File: config.mk
export PLATFORM = sky130hd
export DESIGN_NAME = sliding_average_hs
export DESIGN_NICKNAME = d
export VERILOG_FILES = /design/src/rtl/sliding_avg_pkg.sv /design/src/rtl/sliding_avg_ring.sv /design/src/rtl/sliding_average_hs.sv
export SDC_FILE = /design/constraint.sdc
export NUM_CORES = 1
export LEC_CHECK = 0
export ABC_AREA = 0
export CAP_MARGIN = 20
export CORE_MARGIN = 4
export CORE_UTILIZATION = 52
export CTS_CLUSTER_DIAMETER = 150
export DETAILED_ROUTE_END_ITERATION = 10
export GPL_TIMING_DRIVEN = 1
export PLACE_DENSITY = 0.77
export SLEW_MARGIN = 20
export SYNTH_ARGS = -nofsm -noshare
export SYNTH_HDL_FRONTEND = slang
export SYNTH_SLANG_ARGS = --single-unit
File: constraint.sdc
create_clock -name clk -period 2.9 [get_ports clk]
set_input_delay 0.58 -clock clk [delete_from_list [all_inputs] [get_ports clk]]
set_output_delay 0.58 -clock clk [all_outputs]
set_load 0.005 [all_outputs]
File: src/rtl/sliding_avg_pkg.sv
// Shared constants, types and helpers for the sliding-window averager.
// Purpose : width/rounding helper functions, window-state enum and a
//           fill-count type wide enough for the largest supported window.
// Ports   : none (package).
package sliding_avg_pkg;

   localparam int MAX_LOG2_SIZE = 8;

   // Wide enough to hold a count of 0..2**MAX_LOG2_SIZE.
   typedef logic [MAX_LOG2_SIZE:0] fill_cnt_t;

   typedef enum logic [1:0] {
      ST_EMPTY   = 2'd0,
      ST_FILLING = 2'd1,
      ST_FULL    = 2'd2
   } win_state_e;

   // A window of 2**log2_size samples, each fitting in width bits, sums into
   // width+log2_size bits without overflow.
   function automatic int sum_w(input int width, input int log2_size);
      return width + log2_size;
   endfunction

   // Offset added before the shift; half an LSB of the result gives round-half-up.
   function automatic int round_ofs(input int log2_size, input int round);
      return (round != 0) ? (1 << (log2_size - 1)) : 0;
   endfunction

   // Saturating increment of the window fill count.
   function automatic fill_cnt_t fill_inc(input fill_cnt_t f, input fill_cnt_t size);
      return (f >= size) ? size : f + fill_cnt_t'(1);
   endfunction

endpackage

File: src/rtl/sliding_avg_ring.sv
// Ring buffer holding the last 2**LOG2_SIZE samples.
// Purpose : stores accepted samples at wr_ptr and exposes the slot under
//           wr_ptr (the sample about to be evicted) as "oldest".
// Ports   : clk, reset (async, active low), clear (restart pointer at 0),
//           wr_en / wr_data (store a sample), oldest (slot at current pointer).
module sliding_avg_ring
   import sliding_avg_pkg::*;
#(
   parameter int WIDTH     = 8,
   parameter int LOG2_SIZE = 2
) (
   input  logic             clk,
   input  logic             reset,
   input  logic             clear,
   input  logic             wr_en,
   input  logic [WIDTH-1:0] wr_data,
   output logic [WIDTH-1:0] oldest
);

   localparam int SIZE = 1 << LOG2_SIZE;

   logic [LOG2_SIZE-1:0] wr_ptr_q, wr_ptr_d, wr_idx;
   logic [WIDTH-1:0]     mem_q [SIZE];

   // A write in the same cycle as clear lands in slot 0 of the fresh window.
   always_comb begin
      wr_idx   = clear ? '0 : wr_ptr_q;
      wr_ptr_d = wr_en ? wr_idx + LOG2_SIZE'(1) : wr_idx;
   end

   always_ff @(posedge clk or negedge reset) begin
      if (!reset) wr_ptr_q <= '0;
      else        wr_ptr_q <= wr_ptr_d;
   end

   // Storage is deliberately not reset: the top ignores slots until the
   // window has been completely written once.
   always_ff @(posedge clk) begin
      if (wr_en) mem_q[wr_idx] <= wr_data;
   end

   assign oldest = mem_q[wr_ptr_q];

endmodule

File: src/rtl/sliding_average_hs.sv
// Streaming signed moving average over a 2**LOG2_SIZE sample window.
// Purpose : O(1) running sum (add newest, subtract oldest), divide by the
//           window size via arithmetic shift, optional round-half-up.
// Ports   : clk, reset (async, active low), clear (sync window restart),
//           in_valid/in_ready/in_data (sample in), out_valid/out_ready/
//           out_data (average out), out_full (result covers a whole window),
//           fill (valid samples in window, saturates at SIZE).
module sliding_average_hs
   import sliding_avg_pkg::*;
#(
   parameter int WIDTH     = 8,
   parameter int LOG2_SIZE = 2,
   parameter int ROUND     = 0
) (
   input  logic                    clk,
   input  logic                    reset,
   input  logic                    clear,
   input  logic                    in_valid,
   output logic                    in_ready,
   input  logic signed [WIDTH-1:0] in_data,
   output logic                    out_valid,
   input  logic                    out_ready,
   output logic signed [WIDTH-1:0] out_data,
   output logic                    out_full,
   output logic [LOG2_SIZE:0]      fill
);

   localparam int SIZE  = 1 << LOG2_SIZE;
   localparam int SUM_W = sum_w(WIDTH, LOG2_SIZE);
   localparam logic [LOG2_SIZE:0]       SIZE_F = (LOG2_SIZE + 1)'(SIZE);
   localparam logic signed [SUM_W-1:0]  OFS    = SUM_W'(round_ofs(LOG2_SIZE, ROUND));

   logic signed [SUM_W-1:0] sum_q, sum_d;
   logic [LOG2_SIZE:0]      fill_q, fill_d;
   logic                    out_valid_q, out_valid_d;
   logic signed [WIDTH-1:0] out_data_q, out_data_d;
   logic                    out_full_q, out_full_d;
   win_state_e              state_q, state_d;

   logic                    accept;
   logic [WIDTH-1:0]        oldest;
   logic signed [SUM_W-1:0] sum_base, oldest_ext, sum_n, sum_rnd, sum_shift;
   logic [LOG2_SIZE:0]      fill_base;
   fill_cnt_t               fill_wide;

   assign in_ready = !out_valid_q || out_ready;
   assign accept   = in_valid && in_ready;

   sliding_avg_ring #(
      .WIDTH     (WIDTH),
      .LOG2_SIZE (LOG2_SIZE)
   ) u_ring (
      .clk     (clk),
      .reset   (reset),
      .clear   (clear),
      .wr_en   (accept),
      .wr_data (in_data),
      .oldest  (oldest)
   );

   always_comb begin
      // clear takes effect first so a same-cycle sample opens a fresh window.
      sum_base  = clear ? '0 : sum_q;
      fill_base = clear ? '0 : fill_q;
      // Until the window is full the slot under the pointer was never written
      // in this window and must count as zero.
      oldest_ext = (!clear && state_q == ST_FULL) ? SUM_W'(signed'(oldest)) : '0;
      sum_n      = sum_base + SUM_W'(in_data) - oldest_ext;
      sum_rnd    = sum_n + OFS;
      sum_shift  = sum_rnd >>> LOG2_SIZE;
      fill_wide  = fill_inc(fill_cnt_t'(fill_base), fill_cnt_t'(SIZE));

      sum_d       = sum_q;
      fill_d      = fill_q;
      out_valid_d = out_valid_q;
      out_data_d  = out_data_q;
      out_full_d  = out_full_q;

      if (clear) begin
         sum_d       = '0;
         fill_d      = '0;
         out_valid_d = 1'b0;
         out_full_d  = 1'b0;
      end else if (out_valid_q && out_ready) begin
         out_valid_d = 1'b0;
      end

      if (accept) begin
         sum_d       = sum_n;
         fill_d      = fill_wide[LOG2_SIZE:0];
         out_data_d  = sum_shift[WIDTH-1:0];
         out_full_d  = (fill_d == SIZE_F);
         out_valid_d = 1'b1;
      end

      if (fill_d == '0)         state_d = ST_EMPTY;
      else if (fill_d == SIZE_F) state_d = ST_FULL;
      else                      state_d = ST_FILLING;
   end

   always_ff @(posedge clk or negedge reset) begin
      if (!reset) begin
         sum_q       <= '0;
         fill_q      <= '0;
         out_valid_q <= 1'b0;
         out_data_q  <= '0;
         out_full_q  <= 1'b0;
         state_q     <= ST_EMPTY;
      end else begin
         sum_q       <= sum_d;
         fill_q      <= fill_d;
         out_valid_q <= out_valid_d;
         out_data_q  <= out_data_d;
         out_full_q  <= out_full_d;
         state_q     <= state_d;
      end
   end

   assign out_valid = out_valid_q;
   assign out_data  = out_data_q;
   assign out_full  = out_full_q;
   assign fill      = fill_q;

endmodule

# Yosys cells after proc, flatten, opt, wreduce, memory -nomap -nowiden
# Memory sizes are Yosys's and may differ from the RTL's.
# Cells that the tools add are included.
# Widths: inputs -> output; s select.
dict set report totals {
  input_bits 13
  ff_bits 27
  output_inout_bits 14
  mem_count 1
  ram_bits 32
  word_cells 42
}
# memory depth word_bits rd rd_ports_with_merged_regs wr line_no
set memory_table {}
lappend memory_table {u_ring.mem_q 4 8 1 0 1 sliding_avg_ring.sv:23} ;# logic [WIDTH-1:0] mem_q [SIZE];
dict set report classes {
  n_addsub 4
  mux 17
  n_eq_ne 3
  n_lt_le_gt_ge 1
  n_reduce_logical 9
}
# cell count
set ops {}
lappend ops {{$mux 10} 3}
lappend ops {{$add 10x8->10} 1}
lappend ops {{$sub 10x10->10} 1}
lappend ops {{$mux 3} 3}
lappend ops {{$mux 2} 4}
lappend ops {{$mux 1} 7}
lappend ops {{$eq 3x3->1 const B} 2}
lappend ops {{$add 3x1->3 const B} 1}
lappend ops {{$ge 3x3->1 const B} 1}
lappend ops {{$logic_and 1x1->1} 3}
lappend ops {{$logic_not 3->1} 1}
lappend ops {{$reduce_bool 3->1} 1}
lappend ops {{$add 2x1->2 const B} 1}
lappend ops {{$eq 2x2->1 const B} 1}
lappend ops {{$logic_not 1->1} 2}
lappend ops {{$reduce_bool 2->1} 1}
lappend ops {{$logic_or 1x1->1} 1}

# Logic depth before layout (Yosys ltp)
dict set report logic_depth {
  ltp_word 7
  depth_mapped 13
  ltp_nobuf 13
}

# Modules after synthesis
# From an unflattened synthesis, not the netlist that was laid out.
dict set report hier_totals {
  cells_unflattened 253
  area_unflattened_um2 3091.7
}
# mod seq_area_each_um2 cells_per_inst area_per_inst_um2 instances
set modules_own_cells {}
lappend modules_own_cells {sliding_average_hs 625.6 199 1798.0 1}
lappend modules_own_cells {sliding_avg_ring 1011.0 54 1293.7 1}

# Worst setup path after synthesis
# Ideal clock, no wire load.
dict set report synth_path {
  path_type {register -> register}
  startpoint {register u_ring.wr_ptr_q[0]}
  endpoint {register sum_q[8]}
  setup_time_ns 0.119
  stages_incl_launch_ff 11
  arrival_time_ns 2.996
  slack_ns -0.215
  synth_period_minus_slack_ns 3.115
  t_required_ns 2.781
  path_buffers 1
  path_cell_list {dfrtp_1 buf_2 mux4_2 nor2b_1 fa_1 fa_1 nand2b_1 a211oi_2 nor4_1 nor3_2 a21bo_1}
}
dict set report synth_via {
  elab_chain_len 4
}
# item line_no
set synth_lines {}
lappend synth_lines {{from (decl)} sliding_avg_ring.sv:22} ;# logic [LOG2_SIZE-1:0] wr_ptr_q, wr_ptr_d, wr_idx;
lappend synth_lines {{from (signal assigned)} sliding_avg_ring.sv:33} ;# else wr_ptr_q <= wr_ptr_d;
lappend synth_lines {{$mem_v2 4x8} n/a}
lappend synth_lines {{$mux 10} sliding_average_hs.sv:67} ;# oldest_ext = (!clear && state_q == ST_FULL) ? SUM_W'(signed'(oldest)) : '0;
lappend synth_lines {{$sub 10x10->10} sliding_average_hs.sv:68} ;# sum_n = sum_base + SUM_W'(in_data) - oldest_ext;
lappend synth_lines {{$mux 10} sliding_average_hs.sv:88} ;# if (accept) begin
lappend synth_lines {{via sum_d[8]} sliding_average_hs.sv:33} ;# logic signed [SUM_W-1:0] sum_q, sum_d;
lappend synth_lines {{to (signal assigned)} sliding_average_hs.sv:110} ;# sum_q <= sum_d;
lappend synth_lines {{to (decl)} sliding_average_hs.sv:33}
# The timed path passes the listed nets, and every way through them passes these cells.
# A chain may end at the register's enable or synchronous reset.

# Final worst setup path
dict set report layout_path {
  startpoint {register u_ring.wr_ptr_q[0]}
  endpoint {register sum_q[7]}
}
# Same word-level chain as after synthesis.

==> impl_metrics.toml <==
[synth]
syn_inst = 261
syn_avg_cell_area_um2 = 12.1
yosysSeqAreaShare_pct = 52.0
syn_nets = 300
synth_area_um2 = 3150
synthArstFlopShare_pct = 45.8
postSynthRegisterBits = 59
ys_warn_count = 0
synth_edf_count = 32
ys_types = 47
dominantRegCellSynth = "edfxtp_1"

[global_routing]
busiest_layer = "met2"
grt_pass1_wl_um = 11100
grtUsageMet1_pct = 24.7
grt_max_degree = 28
overflow = 0
use_met2_pct = 33.5
antenna_found_initial = 0
track_usage_pct = 20.0
met3_usage_pct = 5.09
grt_pass1_vias = 2344

[place]
placed_cell_area_um2 = 3710
port_buffers = 26
gp_congestion = 0.844
place_hpwl_um = 4460

[critical_path]
path_max_fanout = 6
r2r_start = "u_ring.wr_ptr_q[0]"
required_ns = 3.10
cp-end-kind = "flip-flop"
path_class = "flip-flop to flip-flop"
r2r_slack_ns = -0.33
r2r_end = "sum_q[7]"
reg2regPathDepth = 11
cp.arrival_ns = 3.42
cp-start-kind = "flip-flop"

[drt]
drt_drc_violations_left = 0
dr.pass1.iters = 5
drt_iter0_drc = 110
wl_per_cell_um = 16.6
viasPerCell = 5.41
vias = 2219
antenna_left = 0
wl_um = 6810

[timing]
fin_skew_ns = 0.00800
drv_slew = 0
fmax_mhz = 310
hold_viol_final = 0
slew_headroom_pct = 69.1
fin_ws_ns = -0.329
worstMarginPinSlew_ns = 0.464
finalSetupViolations = 12
fin_crit_sh_pct = 111
grt_setup_unrepaired = "true"
min_period_ns = 3.23
whs_ns = 0.476

[pwr]
power_mw = 3.12
vdd_drop_max_uv = 482
cellPowerDensity_nw_per_um2 = 732
power.leakage_nw = 1.83

[final_layout]
drive_above_1_share_pct = 31.6
fin_area_um2 = 4260
n_fill_cell = 373
area_growth_pct = 35.3
n_antenna_cell = 0
layout.nets = 369

[hold_path]
min_from = "out_data[4]"
min_path_type = "flip-flop to flip-flop"
hold_depth = 1
min_to = "out_data[4]"

[run]
drv_cap = 0

[floorplanning]
rows = 28
die_w_um = 85.8
dieArea_um2 = 7370
core_um2 = 5890
die_h_um = 85.8
io-pin-count = 27
initial_utilization_pct = 53.5

[clock_network]
clkSlewWorstSetupHoldPaths_ns = 0.07
cts_tree = "built"
cts-root-buf = "clkbuf_8"
cts_max_path_buffers = 2
cts_num_sinks = 59
insertion_delay_ns = 0.34
h-tree-depth = 3
cts-buffers-inserted = 9

[run_status]
violations = "negative setup slack"
status = "finished, violations left"
[state kept, by name, summed over array words and instances, names as in the netlist]
name	count
out_data	8
u_ring.mem_q	32
fill	3
out_valid	1
sum_q	10
state_q	2
out_full	1
u_ring.wr_ptr_q	2
[per-stage QoR]
| stage | setup TNS, ns | instances | setup WS [ns] | utilization, % |
|---|---|---|---|---|
| after CTS | -2.28 | 404 | -0.242 | 69.7 |
| after global routing | -3.66 | 410 | -0.435 | 72.4 |
| after detailed placement | -5.51 | 384 | -0.524 | 63.1 |
| after floorplan | -0.0437 | 261 | -0.0437 | - |
| after global placement | -5.18 | 384 | -0.487 | 63.1 |
| final | -2.02 | 410 | -0.329 | 72.4 |
[critical path, stage by stage, from the launching register on]
cell and delay (ns):
dfrtp_1 0.39, buf_12 0.14, mux4_2 0.51, nor2b_4 0.15
fa_2 0.60, inv_2 0.05, ha_4 0.25, a21o_1 0.14
nand4_1 0.26, a21o_1 0.28, a31oi_2 0.18, o311ai_1 0.14
[synthesized netlist by cell type, drive strengths merged (2+ instances only)]
cell,n,share of area (%)
a211oi,4,1.1
a21o,6,1.4
a21oi,5,1.0
and2,2,0.40
and3,5,0.99
buf,7,1.4
dfrtp,27,21
edfxtp,32,31
fa,9,5.7
ha,17,6.8
inv,32,3.8
mux2i,3,0.95
mux4,7,5.0
nand2,31,3.9
nand2b,7,1.4
nand3,9,1.6
nor2,7,0.83
nor2b,13,2.6
nor3,2,0.48
nor4,2,0.40
o21ai,11,1.9
o21bai,3,0.83
o311ai,3,0.83
xnor2,3,0.83
xor2,2,0.56
[worst max path at each step]
stage | start | end | slack (ns) | cells past startpoint
after detailed placement | clear | out_data[7] | -0.52 | 12
after global placement | clear | sum_q[8] | -0.49 | 12
after global routing | u_ring.wr_ptr_q[0] | out_data[5] | -0.44 | 11
after CTS | u_ring.wr_ptr_q[0] | sum_q[8] | -0.24 | 10
final | u_ring.wr_ptr_q[0] | sum_q[7] | -0.33 | 11
after floorplan | u_ring.wr_ptr_q[0] | sum_q[8] | -0.04 | 11
[final cells by class]
type                    instances  area, µm²  area share (%)
flip-flops and latches         59       1640            38.4
multi-input cells             162       1590            37.2
repair buffers                 66        592            13.9
clock buffers                  11        131            3.08
inverters                      32        120            2.82
clock inverters                 5        101            2.38
well taps                      75       93.8            2.20
[layout by cell type, fill, tap and decap left out, types with 8 or more instances in the layout]
master / count
buf_4: 34
clkbuf_8: 9
clkdlybuf4s50_1: 26
dfrtp_1: 26
edfxtp_1: 32
ha_1: 8
inv_1: 25
nand2_1: 29
nand3_1: 8
nor2b_1: 9
o21ai_1: 10
[logic make-up (layout without fill, tap and decap cells)]
group           Yosys count  in the layout  share of synthesized area [%]
simple gates             81             81                           13.4
flops                    59             59                           52.0
buf+inv                  40            114                           5.32
compound gates           39             39                           9.14
fa+ha+maj                26             26                           12.5
mux                      11             11                           6.32
xor+xnor                  5              5                           1.39
[routing by layer]
metal / vias to the layer above / share of wire [%]
met4: 0 / 2.1
met5: - / 0
met2: 64 / 52
li1: 1042 / -
met3: 16 / 4.7
met1: 1097 / 42
[power breakdown]
part,internal [mW],switching (mW),total [mW]
combinational,0.619,0.534,1.15
sequential,1.02,0.0647,1.08
clock,0.568,0.314,0.882
total,2.21,0.913,3.12
[timing repair]
item                       CTS  global route
gates resized for setup     24            25
setup endpoints to repair   12            14
buffers inserted             4             7
pin swaps                    8            24
hold buffers                 0             0
No activity file was read; power rests on OpenSTA's default activity.
